## config.mk

```make
export PLATFORM = sky130hd
export DESIGN_NAME = afp3_eng_rtry_queue
export DESIGN_NICKNAME = d
export VERILOG_FILES = /design/src/rtl/afp3_eng_pkg.sv /design/src/rtl/afp3_eng_rtry_queue_array.sv /design/src/rtl/afp3_eng_rtry_queue.sv
export SDC_FILE = /design/constraint.sdc
export NUM_CORES = 1
export LEC_CHECK = 0
export ABC_AREA = 1
export CORE_MARGIN = 5
export CORE_UTILIZATION = 54
export CTS_BUF_LIST = sky130_fd_sc_hd__clkbuf_8
export DETAILED_ROUTE_END_ITERATION = 12
export PLACE_DENSITY = 0.73
export SYNTH_ARGS = -nofsm -noshare
export SYNTH_HDL_FRONTEND = slang
export SYNTH_HIERARCHICAL = 1
export SYNTH_SLANG_ARGS = --single-unit
```

## constraint.sdc

```tcl
create_clock -name clock -period 3.3 [get_ports clock]
set_input_delay 0.33 -clock clock [delete_from_list [all_inputs] [get_ports clock]]
set_output_delay 0.33 -clock clock [all_outputs]
set_load 0.05 [all_outputs]
```

## src/rtl/afp3_eng_pkg.sv

```systemverilog
// Shared engine definitions: retry queue geometry, entry layout, class and AFUTAG encodes.
package afp3_eng_pkg;

    localparam int unsigned RTRY_DEPTH      = 32;
    localparam int unsigned RTRY_ADDR_W     = 5;
    localparam int unsigned RTRY_PTR_W      = 6;
    localparam int unsigned RTRY_ENTRY_W    = 9;
    localparam int unsigned AFUTAG_W        = 5;
    localparam int unsigned BACKOFF_TIMER_W = 4;
    localparam int unsigned BACKOFF_CNT_W   = 16;

    // AFUTAG stored for cpy_xx responses, whose tag carries no meaning
    localparam logic [AFUTAG_W-1:0] AFUTAG_CPY_XX = 5'b00000;

    typedef enum logic [1:0] {
        CLS_PENDING = 2'd0,
        CLS_LWT     = 2'd1,
        CLS_REQ     = 2'd2,
        CLS_HWT     = 2'd3
    } rtry_cls_e;

    typedef struct packed {
        logic pending;
        logic lwt;
        logic req;
        logic hwt;
    } rtry_cls_oh_t;

    typedef struct packed {
        logic                cpy_xx;
        logic                cpy_st;
        logic [AFUTAG_W-1:0] afutag;
        rtry_cls_e           cls;
    } rtry_entry_t;

    // Priority pending > lwt > req > hwt
    function automatic rtry_cls_e cls_encode(input rtry_cls_oh_t oh);
        rtry_cls_e cls;
        if (oh.pending) begin
            cls = CLS_PENDING;
        end else if (oh.lwt) begin
            cls = CLS_LWT;
        end else if (oh.req) begin
            cls = CLS_REQ;
        end else begin
            cls = CLS_HWT;
        end
        return cls;
    endfunction

    function automatic rtry_cls_oh_t cls_decode(input rtry_cls_e cls);
        rtry_cls_oh_t oh;
        oh = '0;
        case (cls)
            CLS_PENDING: oh.pending = 1'b1;
            CLS_LWT:     oh.lwt     = 1'b1;
            CLS_REQ:     oh.req     = 1'b1;
            default:     oh.hwt     = 1'b1;
        endcase
        return oh;
    endfunction

    function automatic rtry_entry_t make_entry(
        input logic                cpy_xx,
        input logic                cpy_st,
        input logic [AFUTAG_W-1:0] afutag,
        input rtry_cls_oh_t        oh
    );
        rtry_entry_t e;
        e.cpy_xx = cpy_xx;
        e.cpy_st = cpy_st;
        e.afutag = cpy_xx ? AFUTAG_CPY_XX : afutag;
        e.cls    = cls_encode(oh);
        return e;
    endfunction

endpackage

```

## src/rtl/afp3_eng_rtry_queue_array.sv

```systemverilog
// Retry queue storage: 32x9, one write port, one registered read port (1-cycle latency).
module afp3_eng_rtry_queue_array
    import afp3_eng_pkg::*;
(
    input  logic                   clock,
    input  logic                   wr_en,
    input  logic [RTRY_ADDR_W-1:0] wr_addr,
    input  rtry_entry_t            wr_data,
    input  logic                   rd_en,
    input  logic [RTRY_ADDR_W-1:0] rd_addr,
    output rtry_entry_t            rd_data_q
);

    logic [RTRY_ENTRY_W-1:0] mem [RTRY_DEPTH];

    // Contents are don't-care after reset; only pointers define validity
    always_ff @(posedge clock) begin
        if (wr_en) begin
            mem[wr_addr] <= wr_data;
        end
    end

    always_ff @(posedge clock) begin
        if (rd_en) begin
            rd_data_q <= rtry_entry_t'(mem[rd_addr]);
        end
    end

endmodule

```

## src/rtl/afp3_eng_rtry_queue.sv

```systemverilog
// Engine retry queue: buffers retry-class responses, replays them to the sequencer,
// and re-enqueues backoff entries. Optional backoff delay under AFP3_RTRY_BACKOFF_EN.
module afp3_eng_rtry_queue
    import afp3_eng_pkg::*;
(
    input  logic                       clock,
    input  logic                       reset_n,
    input  logic                       rsp_val,
    input  logic                       rsp_cpy_xx,
    input  logic                       rsp_cpy_st,
    input  logic [AFUTAG_W-1:0]        rsp_afutag,
    input  logic                       rsp_is_pending,
    input  logic                       rsp_is_rtry_lwt,
    input  logic                       rsp_is_rtry_req,
    input  logic                       rsp_is_rtry_hwt,
    input  logic [BACKOFF_TIMER_W-1:0] mmio_eng_rtry_backoff_timer,
    input  logic                       rtry_decode_is_backoff,
    input  logic                       rtry_queue_rd_stall,
    output logic                       rtry_queue_func_rden_dly2_q,
    output logic                       rtry_queue_cpy_xx_q,
    output logic                       rtry_queue_cpy_st_q,
    output logic [AFUTAG_W-1:0]        rtry_queue_afutag_q,
    output logic                       rtry_queue_is_pending_q,
    output logic                       rtry_queue_is_rtry_lwt_q,
    output logic                       rtry_queue_is_rtry_req_q,
    output logic                       rtry_queue_is_rtry_hwt_q,
    output logic                       rtry_queue_empty,
    output logic                       rtry_queue_overflow_err,
    output logic                       rtry_queue_backoff_active
);

    logic [RTRY_PTR_W-1:0] wr_ptr_q;
    logic [RTRY_PTR_W-1:0] rd_ptr_q;
    logic                  ptr_eq;
    logic                  full;

    rtry_cls_oh_t          rsp_cls_oh;
    logic                  rsp_enq;
    rtry_entry_t           rsp_entry;

    logic                  skid_vld_q;
    rtry_entry_t           skid_entry_q;
    logic                  skid_vld_d;
    rtry_entry_t           skid_entry_d;

    logic                  reenq_q;
    rtry_entry_t           out_entry_q;

    logic                  wr_req;
    logic                  wr_en;
    rtry_entry_t           wr_entry;
    logic                  ovf_set;

    logic                  rden;
    logic                  rden_dly1_q;
    rtry_entry_t           arr_rd_data;
    rtry_cls_oh_t          arr_rd_oh;

    // Pointer status from registered pointers only, so a same-cycle write is not yet visible
    assign ptr_eq           = (wr_ptr_q == rd_ptr_q);
    assign full             = (wr_ptr_q[RTRY_PTR_W-1] != rd_ptr_q[RTRY_PTR_W-1]) &&
                              (wr_ptr_q[RTRY_ADDR_W-1:0] == rd_ptr_q[RTRY_ADDR_W-1:0]);
    assign rtry_queue_empty = ptr_eq & ~skid_vld_q;

    assign rsp_cls_oh = {rsp_is_pending, rsp_is_rtry_lwt, rsp_is_rtry_req, rsp_is_rtry_hwt};
    assign rsp_enq    = rsp_val & (rsp_is_pending | rsp_is_rtry_lwt | rsp_is_rtry_req | rsp_is_rtry_hwt);
    assign rsp_entry  = make_entry(rsp_cpy_xx, rsp_cpy_st, rsp_afutag, rsp_cls_oh);

    // Write-port arbitration: backoff re-enqueue, then skid drain, then new response
    always_comb begin
        wr_req       = 1'b0;
        wr_entry     = rsp_entry;
        skid_vld_d   = skid_vld_q;
        skid_entry_d = skid_entry_q;
        ovf_set      = 1'b0;
        if (reenq_q) begin
            wr_req   = 1'b1;
            wr_entry = out_entry_q;
            if (rsp_enq) begin
                if (skid_vld_q) begin
                    ovf_set = 1'b1;
                end else begin
                    skid_vld_d   = 1'b1;
                    skid_entry_d = rsp_entry;
                end
            end
        end else if (skid_vld_q) begin
            wr_req     = 1'b1;
            wr_entry   = skid_entry_q;
            skid_vld_d = 1'b0;
            if (rsp_enq) begin
                ovf_set = 1'b1;
            end
        end else if (rsp_enq) begin
            wr_req = 1'b1;
        end
        wr_en = wr_req & ~full;
        if (wr_req && full) begin
            ovf_set = 1'b1;
        end
    end

    // Launch only when the array holds data and no read is in flight
    assign rden = ~ptr_eq & ~rden_dly1_q & ~rtry_queue_func_rden_dly2_q &
                  ~rtry_queue_rd_stall & ~rtry_queue_backoff_active;

    always_ff @(posedge clock or negedge reset_n) begin
        if (!reset_n) begin
            wr_ptr_q                <= '0;
            rd_ptr_q                <= '0;
            skid_vld_q              <= 1'b0;
            skid_entry_q            <= '0;
            rtry_queue_overflow_err <= 1'b0;
        end else begin
            if (wr_en) begin
                wr_ptr_q <= wr_ptr_q + RTRY_PTR_W'(1);
            end
            if (rden) begin
                rd_ptr_q <= rd_ptr_q + RTRY_PTR_W'(1);
            end
            skid_vld_q   <= skid_vld_d;
            skid_entry_q <= skid_entry_d;
            if (ovf_set) begin
                rtry_queue_overflow_err <= 1'b1;
            end
        end
    end

    afp3_eng_rtry_queue_array u_array (
        .clock     (clock),
        .wr_en     (wr_en),
        .wr_addr   (wr_ptr_q[RTRY_ADDR_W-1:0]),
        .wr_data   (wr_entry),
        .rd_en     (rden),
        .rd_addr   (rd_ptr_q[RTRY_ADDR_W-1:0]),
        .rd_data_q (arr_rd_data)
    );

    assign arr_rd_oh = cls_decode(arr_rd_data.cls);

    // Read pipeline and output latch; entry kept whole for backoff re-enqueue
    always_ff @(posedge clock or negedge reset_n) begin
        if (!reset_n) begin
            rden_dly1_q                 <= 1'b0;
            rtry_queue_func_rden_dly2_q <= 1'b0;
            reenq_q                     <= 1'b0;
            out_entry_q                 <= '0;
            rtry_queue_cpy_xx_q         <= 1'b0;
            rtry_queue_cpy_st_q         <= 1'b0;
            rtry_queue_afutag_q         <= '0;
            rtry_queue_is_pending_q     <= 1'b0;
            rtry_queue_is_rtry_lwt_q    <= 1'b0;
            rtry_queue_is_rtry_req_q    <= 1'b0;
            rtry_queue_is_rtry_hwt_q    <= 1'b0;
        end else begin
            rden_dly1_q                 <= rden;
            rtry_queue_func_rden_dly2_q <= rden_dly1_q;
            reenq_q                     <= rtry_queue_func_rden_dly2_q & rtry_decode_is_backoff;
            if (rden_dly1_q) begin
                out_entry_q              <= arr_rd_data;
                rtry_queue_cpy_xx_q      <= arr_rd_data.cpy_xx;
                rtry_queue_cpy_st_q      <= arr_rd_data.cpy_st;
                rtry_queue_afutag_q      <= arr_rd_data.afutag;
                rtry_queue_is_pending_q  <= arr_rd_oh.pending;
                rtry_queue_is_rtry_lwt_q <= arr_rd_oh.lwt;
                rtry_queue_is_rtry_req_q <= arr_rd_oh.req;
                rtry_queue_is_rtry_hwt_q <= arr_rd_oh.hwt;
            end
        end
    end

`ifdef AFP3_RTRY_BACKOFF_EN
    typedef enum logic {
        BO_IDLE  = 1'b0,
        BO_COUNT = 1'b1
    } bo_state_e;

    bo_state_e                bo_state_q;
    bo_state_e                bo_state_d;
    logic [BACKOFF_CNT_W-1:0] bo_cnt_q;
    logic [BACKOFF_CNT_W-1:0] bo_cnt_d;

    always_ff @(posedge clock or negedge reset_n) begin
        if (!reset_n) begin
            bo_state_q                <= BO_IDLE;
            bo_cnt_q                  <= '0;
            rtry_queue_backoff_active <= 1'b0;
        end else begin
            bo_state_q                <= bo_state_d;
            bo_cnt_q                  <= bo_cnt_d;
            rtry_queue_backoff_active <= (bo_state_d == BO_COUNT);
        end
    end

    // Hold off new launches for 2^timer cycles after a backoff decode
    always_comb begin
        bo_state_d = bo_state_q;
        bo_cnt_d   = bo_cnt_q;
        case (bo_state_q)
            BO_IDLE: begin
                if (rtry_queue_func_rden_dly2_q && rtry_decode_is_backoff) begin
                    bo_state_d = BO_COUNT;
                    bo_cnt_d   = BACKOFF_CNT_W'(1) << mmio_eng_rtry_backoff_timer;
                end
            end
            BO_COUNT: begin
                if (bo_cnt_q <= BACKOFF_CNT_W'(1)) begin
                    bo_state_d = BO_IDLE;
                    bo_cnt_d   = '0;
                end else begin
                    bo_cnt_d = bo_cnt_q - BACKOFF_CNT_W'(1);
                end
            end
            default: begin
                bo_state_d = BO_IDLE;
                bo_cnt_d   = '0;
            end
        endcase
    end
`else
    logic unused_backoff_timer;

    assign unused_backoff_timer      = ^mmio_eng_rtry_backoff_timer;
    assign rtry_queue_backoff_active = 1'b0;
`endif

endmodule
```

Word level (Yosys, flattened, before mapping)
Memories as Yosys holds them, arrays and structs flattened. A register that Yosys moved wholly into a read port is not among the register bits.
Index checks and enable logic that the tools add are counted.
- ROM bits: 0
- output and inout port bits: 15
- register bits after elaboration: 39
- logic and storage cells: 71
- memories: 1
- bits of input ports: 20
- bits in writable memories: 288
- latch bits: 0
- muxes and demuxes: 22
- $add $sub $neg: 2
- div/mod/pow operators: 0
- equal/unequal tests: 6
- reductions and logical operators: 5
- $lt $le $gt $ge: 0
- multiply operators: 0
- shift-type cells: 0
- bitwise operators: 16
- memories (memory ; depth ; bits a word ; rd ports ; clocked after memory_dff ; wr ports ; RTL line ; RTL):
    u_array.mem ; 32 ; 9 ; 1 ; 1 ; 1 ; afp3_eng_rtry_queue_array.sv:14 ; logic [RTRY_ENTRY_W-1:0] mem [RTRY_DEPTH];
- operators by type and width (kind ; number):
    9-bit 2-to-1 mux ; 2
    1-bit 2-to-1 mux ; 17
    6-bit by 1-bit adder with 6-bit output (second input constant) ; 2
    1-bit AND ; 7
    6-bit equality test ; 1
    1-bit NOT ; 6
    5-bit equality test ; 1
    5-bit 2-to-1 mux ; 1
    2-bit 2-to-1 mux ; 2
    1-bit bitwise OR ; 3
    3-bit OR reduction ; 1
    2-bit by 1-bit equality test with 1-bit output (second input constant) ; 1
    2-bit equality test (second input constant) ; 1
    1-bit logical AND ; 2
    2-bit logical NOT ; 1
    2-bit != test (second input constant) ; 1
    2-bit AND reduction ; 1
    1-bit != test ; 1

Logic depth before layout (Yosys ltp)
- depth in word-level cells: 10
- depth in mapped cells: 12
- gate-level depth less buffers: 9

Modules after synthesis
The synthesis kept the hierarchy.
- modules (own cells, without submodules) (module ; cells each ; instances ; seq. area each (um^2) ; area an instance (um^2)):
    afp3_eng_rtry_queue_array ; 1029 ; 1 ; 8918.6 ; 12065.3
    afp3_eng_rtry_queue ; 248 ; 1 ; 975.9 ; 2067.0

Least setup slack after synthesis
Ideal clock, no wire load.
- kind: register to register
- from: register skid_vld_q
- to: memory u_array.mem[0][1] (data pin)
- library setup time: 0.454 ns
- cell stages (with the launch flop): 5
- slack: 0.767 ns
- buffers on the path: 1
- period minus slack after synthesis: 2.533 ns
- required time: 2.846 ns
- arrival: 2.079 ns
- cell sequence: dfrtp_1 > buf_2 > nor3_1 > a21oi_1 > o21ai_0
- RTL lines (item ; RTL line ; RTL):
    from (decl) ; afp3_eng_rtry_queue.sv:41 ; logic skid_vld_q;
    from (signal assigned) ; afp3_eng_rtry_queue.sv:121 ; skid_vld_q <= skid_vld_d;
    to (decl) ; afp3_eng_rtry_queue_array.sv:14 ;

Final worst setup path
- from: register reenq_q
- to: memory u_array.mem[22][3], enable pin
- longest elaborated chain between the ends: 4
- ends and longest elaborated chain (item ; RTL line ; RTL):
    from (decl) ; afp3_eng_rtry_queue.sv:46 ; logic reenq_q;
    from (signal assigned) ; afp3_eng_rtry_queue.sv:158 ; reenq_q <= rtry_queue_func_rden_dly2_q & rtry_decode_is_backoff;
    1-bit 2-to-1 mux ; afp3_eng_rtry_queue.sv:76 ; if (reenq_q) begin
    1-bit AND ; afp3_eng_rtry_queue.sv:97 ; wr_en = wr_req & ~full;
    via wr_en ; afp3_eng_rtry_queue.sv:50 ; logic wr_en;
    1-bit 2-to-1 mux ; afp3_eng_rtry_queue_array.sv:18 ; if (wr_en) begin
    1-bit 2-to-1 mux (not written as such) ; afp3_eng_rtry_queue_array.sv:19 ; mem[wr_addr] <= wr_data;
The timed path passes the listed nets, and every way through them passes these cells.

==> run metrics <==
Comb power frac 0.361; f_max between 300 and 400 MHz; # H-tree levels 2; synthesized cell area about 0.014 mm^2; WP data required between 3 and 4 ns; FP Rows between 50 and 60; final cell count without fillers 1727; sequential area share after synthesis 0.700; total track usage 0.220; type of the most critical hold path input pin to register; P_sw roughly 5.4 mW; synth unique cells 32; switching part of the total 0.392; RD Place Congestion 0.858; vias per inst approximately 5.5; Async SR Flop Fraction 0.116; Max Slew Vio Count 0; CP max stage cell dfrtp_1; wire length per cell ~18 um; synthesized flop and latch total roughly 340; Area growth syn-to-layout 12.3%; CP cell instances inv_1, nand3_2, nand2_4, inv_1, nand3_1, nor2_1, buf_4; synthesis warning total 6; slew at the pin closest to its max-slew limit ~1 ns; CTS tree done; vias in the first global route approximately 9300; final setup TNS 0 ns; Cells after Synth 1277; Tcrit/Tclk final 0.818; Die W approximately 170 um; Sink Count about 340; Startpoint Class register; 1st-iter DRT viols 1000; WS Path Type register to register; CTS buffer count 53; Rel. slew slack 0.347; Reg power frac 0.420; WP buf/inv 3; PD cells 871 mW/mm^2; share of the synthesized area in the top cell type 0.631; MaxCap Viol Count 0; WL final 31.4 mm; number of synthesized flops with an enable pin 297; Vias 9447; top_reg_cell synth edfxtp_1; GRT overflow 0; layout cells sized above 1 0.106; overall die height roughly 170 um; Post-synth top cells nand2_1 (476), edfxtp_1 (297), nand3_1 (239); Cells after DPL roughly 1600; root buf cell clkbuf_8; Internal Pwr Total about 8.4 mW; initial antenna violation count 0; drt drc 0; Layout Nets approximately 1400; Setup crit end kind register; status complete, no violations; clock share of power 0.219; CORE AREA 0.0259 mm^2; syn_area_per_cell around 11 um^2; Synth area leaders edfxtp_1 (63%), nand2_1 (13%), nand3_1 (8.5%); Max IR drop VDD a little under 0.7 mV; Port Buffer Count 29; CTS max path bufs 3; RSZ-0062 raised after global routing false; endpoints failing setup 0; Clock Skew approximately 0.017 ns; CP top delay family simple AND/OR/NAND/NOR gates; Hold Fails Final Rpt 0; initial core utilization 0.545; leakage dissipation 6.22 nW; syn nets about 1300; n_diodes 0; CP Max Fanout 13; first-pass GRT wire length 49.7 mm; most used cell, CP inv_1; post-route ant nets 0; later-pin clock latency in the skew report 0.57 ns; max incr delay on CP 0.66 ns; io pins 35; count leader, synth nand2_1; Synth area leader edfxtp_1; DRT Pass-1 Iters 5; fin crit period around 2.7 ns; fillcell total ~2000; largest net degree at the start of global routing between 100 and 150; clk slew on worst S/H paths around 0.060 ns; CP arrival between 2 and 3 ns; post_cts resized 0; Post-DP HPWL 18.8 mm; Die Area between 0.02 and 0.03 mm^2; total power between 10 and 15 mW
==> logic make-up after synthesis <==
family,Yosys count,share of synthesized area
AOI/OAI and AO/OA,41,0.0162
xor gates and xnor gates,7,0.00434
adders and majority gates,2,0.00177
buffers and inverters,111,0.0394
DFF,336,0.700
muxes,5,0.00398
other,1,0.000265
and+or+nand+nor,774,0.234
==> power groups by stage <==
| stage | logic [mW] | clock network [mW] | registers (mW) |
|---|---|---|---|
| after floorplan | 3.36 | 0 | 5.91 |
| after global placement | 4.84 | 0 | 5.86 |
| after detailed placement | 4.97 | 0 | 5.88 |
| after CTS | 4.99 | 3.09 | 5.80 |
| after global routing | 5.51 | 3.30 | 5.85 |
| final | 4.99 | 3.02 | 5.80 |
==> sequential cells by signal, summed over array words and instances, names as in the netlist <==
| signal | cells |
|---|---|
| reenq_q | 1 |
| skid_vld_q | 1 |
| rtry_queue_is_rtry_lwt_q | 1 |
| u_array/mem | 288 |
| rtry_queue_func_rden_dly2_q | 1 |
| skid_entry_q | 9 |
| rd_ptr_q | 6 |
| rtry_queue_overflow_err | 1 |
| wr_ptr_q | 6 |
| rtry_queue_is_rtry_hwt_q | 1 |
| rden_dly1_q | 1 |
| out_entry_q | 9 |
| rtry_queue_is_pending_q | 1 |
| rtry_queue_is_rtry_req_q | 1 |
| u_array/rd_data_q | 9 |
==> cell type report <==
class                   count  area, um^2  share of cell area
flip-flops and latches    336        9900               0.624
multi-input cells         830        3710               0.234
repair buffers             87         758              0.0478
clock buffers              54         743              0.0468
well taps                 335         419              0.0264
clock inverters            42         165              0.0104
inverters                  43         164              0.0103
==> metrics by stage <==
stage | cell area (um^2) | worst slack (ns) | utilization | hold slack, ns
after global placement | 14900 | 0.641 | 0.577 | 0.453
final | 15900 | 0.601 | 0.612 | 0.289
after global routing | 15900 | 0.425 | 0.612 | 0.333
after CTS | 15900 | 0.564 | 0.612 | 0.268
after floorplan | 14100 | 0.767 | - | 0.0344
after detailed placement | 14900 | 0.559 | 0.577 | 0.444
==> routing by layer <==
layer | vias up | GRT usage | part of all wire
li1 | 4539 | - | -
met1 | 4517 | 0.296 | 0.41
met2 | 321 | 0.364 | 0.49
met3 | 70 | 0.0384 | 0.072
met4 | 0 | 0.0800 | 0.033
met5 | - | 0 | 0
==> cells in the final DEF (no fill, tap or decap), drive strengths merged, types with 25 or more instances in the layout <==
cell type      instances
nand2                479
nor2                  44
clkbuf                54
nand3                243
edfxtp               297
clkdlybuf4s50         27
clkinv                25
inv                   60
dfrtp                 39
buf                   59
o21ai                 27
==> timing repair <==
| item | 4_1_cts | 5_1_grt |
|---|---|---|
| hold buffers | 1 | 0 |
| buffers inserted | 0 | 0 |
| setup endpoints to repair | 0 | 0 |
| hold endpoints to repair | 39 | 0 |
==> worst min-delay path: cells and delay by family <==
kind,cells,cell delay (ns)
buffers and inverters,2,0.43
and+or+nand+nor,1,0.06
==> worst paths after layout <==
kind	slack, ns	endpoint	cells past startpoint	start
max	0.60	u_array/mem[22][3]	7	reenq_q
min	0.29	reenq_q	3	rtry_decode_is_backoff
max reg2reg	0.60	u_array/mem[22][3]	7	reenq_q
min reg2reg	0.46	out_entry_q[8]	2	u_array/rd_data_q[8]
max in group asynchronous	2.28	rd_ptr_q[0]	2	reset_n
min in group asynchronous	0.41	skid_entry_q[7]	2	reset_n
No activity file was read; power rests on OpenSTA's default activity.
